`src/rtl/axi_bresp_pkg.sv`:
```
// rtl/axi_bresp_pkg.sv - shared B-channel response codes, FSM states and width helper
package axi_bresp_pkg;

    localparam logic [1:0] BRESP_OKAY   = 2'b00;
    localparam logic [1:0] BRESP_EXOKAY = 2'b01;
    localparam logic [1:0] BRESP_SLVERR = 2'b10;
    localparam logic [1:0] BRESP_DECERR = 2'b11;

    typedef enum logic {
        IDLE = 1'b0,
        SEND = 1'b1
    } bresp_state_t;

    // Index width for n sources; never narrower than one bit.
    function automatic int idx_width(input int n);
        return (n < 2) ? 1 : $clog2(n);
    endfunction

endpackage

```
`src/rtl/rr_arbiter.sv`:
```
// rtl/rr_arbiter.sv - round-robin requester search with a registered priority pointer
module rr_arbiter #(
    parameter int N     = 4,
    parameter int IDX_W = 2
) (
    input  logic             clk,
    input  logic             rst,
    input  logic [N-1:0]     req,
    input  logic             advance,
    output logic [N-1:0]     grant_onehot,
    output logic [IDX_W-1:0] grant_idx
);

    logic [IDX_W-1:0] rr_ptr_q;
    logic [IDX_W-1:0] rr_ptr_d;

    // Search from rr_ptr upward with wrap; walking the offsets downward lets the closest hit win.
    always_comb begin
        int j;
        j            = 0;
        grant_onehot = '0;
        grant_idx    = '0;
        for (int k = N - 1; k >= 0; k--) begin
            j = int'(rr_ptr_q) + k;
            if (j >= N) begin
                j = j - N;
            end
            if (req[IDX_W'(j)]) begin
                grant_onehot              = '0;
                grant_onehot[IDX_W'(j)]   = 1'b1;
                grant_idx                 = IDX_W'(j);
            end
        end
    end

    // Pointer moves just past the winner whenever a grant is actually taken.
    always_comb begin
        rr_ptr_d = rr_ptr_q;
        if (advance && (|req)) begin
            rr_ptr_d = (grant_idx == IDX_W'(N - 1)) ? '0 : grant_idx + IDX_W'(1);
        end
    end

    // Priority pointer register.
    always_ff @(posedge clk or posedge rst) begin
        if (rst) begin
            rr_ptr_q <= '0;
        end else begin
            rr_ptr_q <= rr_ptr_d;
        end
    end

endmodule

```
`src/rtl/axi_bresp_arbiter.sv`:
```
// rtl/axi_bresp_arbiter.sv - merges N upstream B channels into one registered downstream B slot
module axi_bresp_arbiter
    import axi_bresp_pkg::*;
#(
    parameter int N_SRC   = 4,
    parameter int ID_W    = 4,
    parameter int MAXWAIT = 5,
    parameter int CNT_W   = 8,
    localparam int IDX_W  = idx_width(N_SRC)
) (
    input  logic                    AXI_ACLK,
    input  logic                    AXI_ARESET,
    input  logic [N_SRC-1:0]        S_BVALID,
    output logic [N_SRC-1:0]        S_BREADY,
    input  logic [2*N_SRC-1:0]      S_BRESP,
    input  logic [ID_W*N_SRC-1:0]   S_BID,
    output logic                    M_BVALID,
    input  logic                    M_BREADY,
    output logic [1:0]              M_BRESP,
    output logic [IDX_W+ID_W-1:0]   M_BID,
    output logic                    stall_err,
    output logic [CNT_W-1:0]        err_cnt
);

    localparam int WAIT_W = $clog2(MAXWAIT + 1);

    bresp_state_t            state_q, state_d;
    logic [1:0]              bresp_q, bresp_d;
    logic [IDX_W+ID_W-1:0]   bid_q, bid_d;
    logic [WAIT_W-1:0]       wait_q, wait_d;
    logic                    stall_q, stall_d;
    logic [CNT_W-1:0]        err_q, err_d;

    logic                    send;
    logic                    load;
    logic                    any_req;
    logic [N_SRC-1:0]        grant_onehot;
    logic [IDX_W-1:0]        grant_idx;
    logic [1:0]              g_bresp;
    logic [ID_W-1:0]         g_bid;

    rr_arbiter #(
        .N     (N_SRC),
        .IDX_W (IDX_W)
    ) u_arb (
        .clk          (AXI_ACLK),
        .rst          (AXI_ARESET),
        .req          (S_BVALID),
        .advance      (load),
        .grant_onehot (grant_onehot),
        .grant_idx    (grant_idx)
    );

    // Slot is free to take a new response when empty or being drained this cycle; never in reset.
    always_comb begin
        send     = (state_q == SEND);
        load     = !AXI_ARESET && (!send || M_BREADY);
        any_req  = |S_BVALID;
        S_BREADY = (load && any_req) ? grant_onehot : '0;
    end

    // One-hot OR-mux of the granted source's payload.
    always_comb begin
        g_bresp = '0;
        g_bid   = '0;
        for (int i = 0; i < N_SRC; i++) begin
            if (grant_onehot[i]) begin
                g_bresp = g_bresp | S_BRESP[2*i +: 2];
                g_bid   = g_bid   | S_BID[ID_W*i +: ID_W];
            end
        end
    end

    // Slot, FSM, wait watchdog and error counter next-state.
    always_comb begin
        state_d = state_q;
        bresp_d = bresp_q;
        bid_d   = bid_q;
        wait_d  = wait_q;
        stall_d = 1'b0;
        err_d   = err_q;
        if (send && M_BREADY && bresp_q[1] && (err_q != '1)) begin
            err_d = err_q + CNT_W'(1);
        end
        if (load) begin
            wait_d = '0;
            if (any_req) begin
                state_d = SEND;
                bresp_d = g_bresp;
                bid_d   = {grant_idx, g_bid};
            end else begin
                state_d = IDLE;
            end
        end else if (send && (wait_q != WAIT_W'(MAXWAIT))) begin
            wait_d  = wait_q + WAIT_W'(1);
            stall_d = (wait_q == WAIT_W'(MAXWAIT - 1));
        end
    end

    // All state and registered outputs.
    always_ff @(posedge AXI_ACLK or posedge AXI_ARESET) begin
        if (AXI_ARESET) begin
            state_q <= IDLE;
            bresp_q <= '0;
            bid_q   <= '0;
            wait_q  <= '0;
            stall_q <= 1'b0;
            err_q   <= '0;
        end else begin
            state_q <= state_d;
            bresp_q <= bresp_d;
            bid_q   <= bid_d;
            wait_q  <= wait_d;
            stall_q <= stall_d;
            err_q   <= err_d;
        end
    end

    assign M_BVALID  = (state_q == SEND);
    assign M_BRESP   = bresp_q;
    assign M_BID     = bid_q;
    assign stall_err = stall_q;
    assign err_cnt   = err_q;

endmodule

```
`config.mk`:
```
export PLATFORM = sky130hd
export DESIGN_NAME = axi_bresp_arbiter
export DESIGN_NICKNAME = d
export VERILOG_FILES = /design/src/rtl/axi_bresp_pkg.sv /design/src/rtl/rr_arbiter.sv /design/src/rtl/axi_bresp_arbiter.sv
export SDC_FILE = /design/constraint.sdc
export NUM_CORES = 1
export LEC_CHECK = 0
export CAP_MARGIN = 25
export CORE_MARGIN = 2
export CORE_UTILIZATION = 52
export CTS_BUF_LIST = sky130_fd_sc_hd__clkbuf_2
export DETAILED_ROUTE_END_ITERATION = 6
export GPL_ROUTABILITY_DRIVEN = 0
export MAX_ROUTING_LAYER = met4
export PLACE_DENSITY = 0.87
export SYNTH_ARGS = -nofsm -noshare
export SYNTH_HDL_FRONTEND = slang
export SYNTH_HIERARCHICAL = 1
export SYNTH_SLANG_ARGS = --single-unit
```
`constraint.sdc`:
```
create_clock -name AXI_ACLK -period 5 [get_ports AXI_ACLK]
set_clock_uncertainty 0.15 [all_clocks]
set_input_delay 1 -clock AXI_ACLK [delete_from_list [all_inputs] [get_ports AXI_ACLK]]
set_output_delay 1 -clock AXI_ACLK [all_outputs]
set_load 0.1 [all_outputs]
```
==> flow_metrics.env <==
export IMPL_rsz0062_at_grt="no"
export IMPL_rr_startpoint="u_arb/rr_ptr_q[0]$_DFFE_PP0P_"
export IMPL_synth_common_cells="dfrtp_1 (23), ha_1 (13), a22oi_1 (12), a21oi_1 (9), nand2_1 (9)"
export IMPL_die_w_microns=61.8
export IMPL_synthToLayoutAreaGrowth_pct=35.3
export IMPL_wl_microns=4140
export IMPL_fin_crit_sh_pct=93.7
export IMPL_start_util_pct=55.6
export IMPL_grt_max_degree=22
export IMPL_antenna_found_initial=0
export IMPL_multi_input_area_sq_um=1100
export IMPL_core_area_sq_um=3130
export IMPL_io_buffers=52
export IMPL_postRouteAntennaNets=0
export IMPL_ys_top_cells_by_area="dfrtp_1 (33%), ha_1 (9.4%), mux2_4 (6.9%)"
export IMPL_critPathCaptureType="output port"
export IMPL_synth_distinct_cells=45
export IMPL_synth_area_sq_um=1740
export IMPL_grt_overflow_total=0
export IMPL_hp_class="reg -> reg"
export IMPL_path_clk_slew_ns=0.21
export IMPL_ff_latch_area_sq_um=576
export IMPL_dieHeight_microns=61.8
export IMPL_cts_root_buf="clkbuf_2"
export IMPL_yosysTopAreaCellShare_pct=33.1
export IMPL_via_per_inst=6.02
export IMPL_wire_per_inst_microns=15.9
export IMPL_cts_max_path_buffers=2
export IMPL_dr_total_vias=1571
export IMPL_finalHoldViolations=0
export IMPL_relSlewSlack_pct=33.8
export IMPL_grt_pass1_wl_microns=6790
export IMPL_drc=0
export IMPL_cap_viol_max_count=0
export IMPL_synth_edf_count=0
export IMPL_status="complete, no violations"
export IMPL_die_area_sq_um=3820
export IMPL_critical_path_max_fanout=17
export IMPL_drt_first_iter_violations=83
export IMPL_row_count=20
export IMPL_cts_buffers=3
export IMPL_start_kind="flip-flop"
export IMPL_grt_pass1_vias=1501
export IMPL_path_class="reg -> out"
export IMPL_first_pass_iters=5
export IMPL_cts_setup_buffers=0
export IMPL_synth_seq_area_share_pct=33.1
export IMPL_grtUsageTotal_pct=24.4
export IMPL_insertion_delay_ns=0.34
export IMPL_synth_most_common_cell="dfrtp_1"
export IMPL_finalWorstPathRequiredPeriod_ns=4.69
export IMPL_tightestPinTransition_ns=0.990
export IMPL_crit_required_ns=3.85
export IMPL_ys_warn_count=6
export IMPL_syn_num_nets=207
export IMPL_cts_sinks=23
export IMPL_fmax_mhz=213
export IMPL_syn_area_per_cell_sq_um=10.7
export IMPL_synth_ff_type="dfrtp_1"
export IMPL_ios=53
export IMPL_drive_gt1_share_pct=12.4
export IMPL_setup_viol=0
export IMPL_synthCells=163
export IMPL_h_tree_depth=1
export IMPL_hold_path_startpoint="M_BRESP[0]$_DFFE_PP0P_"
export IMPL_diodes=0
export IMPL_synth_top_area_cell="dfrtp_1"
export IMPL_cts_hold_repair_buffers=0
export IMPL_cts_tree="built"
export IMPL_startpoint="u_arb/rr_ptr_q[0]$_DFFE_PP0P_"
export IMPL_final_nets=262
export IMPL_tns_ns=0
export IMPL_n_fill_cell=243
export IMPL_place_hpwl_microns=3260
export IMPL_cts_resized=0
export IMPL_synth_async_reset_ratio_pct=100
export IMPL_maxSlewViolCount=0
export IMPL_worst_ep_arrival_time_ns=3.54
export IMPL_synth_seq_cells=23
## cells in the final DEF, fill, tap and decap left out, drive strengths merged, types with 4 or more instances in the layout
cell type	netlist	routed
a22oi	12	12
o21ai	9	9
and2	4	4
mux2i	5	5
nand2	9	9
inv	8	8
nor4	4	4
mux2	16	16
clkdlybuf4s50	0	48
buf	3	5
ha	13	13
dfrtp	23	23
a21oi	9	9
## cell families (layout without fill, tap and decap cells)
| logic type | after synthesis | after routing | synth area share (%) |
|---|---|---|---|
| and+or+nand+nor | 40 | 40 | 13.6 |
| adders and majority gates | 13 | 13 | 9.35 |
| buffers and inverters | 11 | 65 | 3.45 |
| AOI/OAI and AO/OA | 48 | 48 | 19.2 |
| xor gates and xnor gates | 4 | 4 | 2.01 |
| DFF | 23 | 23 | 33.1 |
| muxes | 24 | 24 | 19.3 |
## flip-flops by register name, indices dropped and copies added (netlist names)
register and count:
u_arb/rr_ptr_q 2, wait_q 3, err_cnt 8, M_BVALID 1, stall_err 1, M_BID 6
M_BRESP 2
## per-layer routing
metal / share of wire, % / vias to the layer above / global-route usage [%]
met5: 0 / - / -
met4: 1.0 / 0 / 5.17
met3: 7.4 / 4 / 5.18
met2: 50 / 70 / 42.6
met1: 41 / 767 / 29.1
li1: - / 730 / -
## critical path, cell delays in order (launching register included)
cell     delay (ns)
dfrtp_1        0.83
inv_1          0.26
ha_1           0.48
mux4_2         0.44
nor2b_1        0.29
a221o_1        0.20
o22a_1         0.28
and2_1         0.22
buf_12         0.18
## metrics by stage
stage	util [%]	cell area (sq um)	worst slack (ns)	hold slack [ns]	std cells
2_1_floorplan	-	1740	0.856	0.363	163
3_3_place_gp	74.6	2330	0.599	0.322	257
3_5_place_dp	74.6	2330	0.499	0.336	257
4_1_cts	75.2	2350	0.350	0.379	261
5_1_grt	75.2	2350	0.0741	0.411	261
6_report	75.2	2350	0.313	0.372	261
## worst paths after layout
path,to,slack [ns],cells past startpoint
min in group asynchronous,u_arb/rr_ptr_q[1]$_DFFE_PP0P_,0.77,2
min reg2reg,M_BRESP[0]$_DFFE_PP0P_,0.37,1
min,M_BRESP[0]$_DFFE_PP0P_,0.37,1
max in group asynchronous,M_BID[1]$_DFFE_PP0P_,3.17,2
max,S_BREADY[0],0.31,8
max reg2reg,M_BRESP[1]$_DFFE_PP0P_,1.47,8
## area by class of cell
type,count,area share (%)
well taps,44,2.34
repair buffers,53,24.1
clock inverters,1,0.213
inverters,8,1.28
clock buffers,3,0.638
flip-flops and latches,23,24.5
multi-input cells,129,46.9
Power is left out: the tool's default activity adds up to more than one toggle a clock period on the data nets, which glitch-free logic cannot reach.
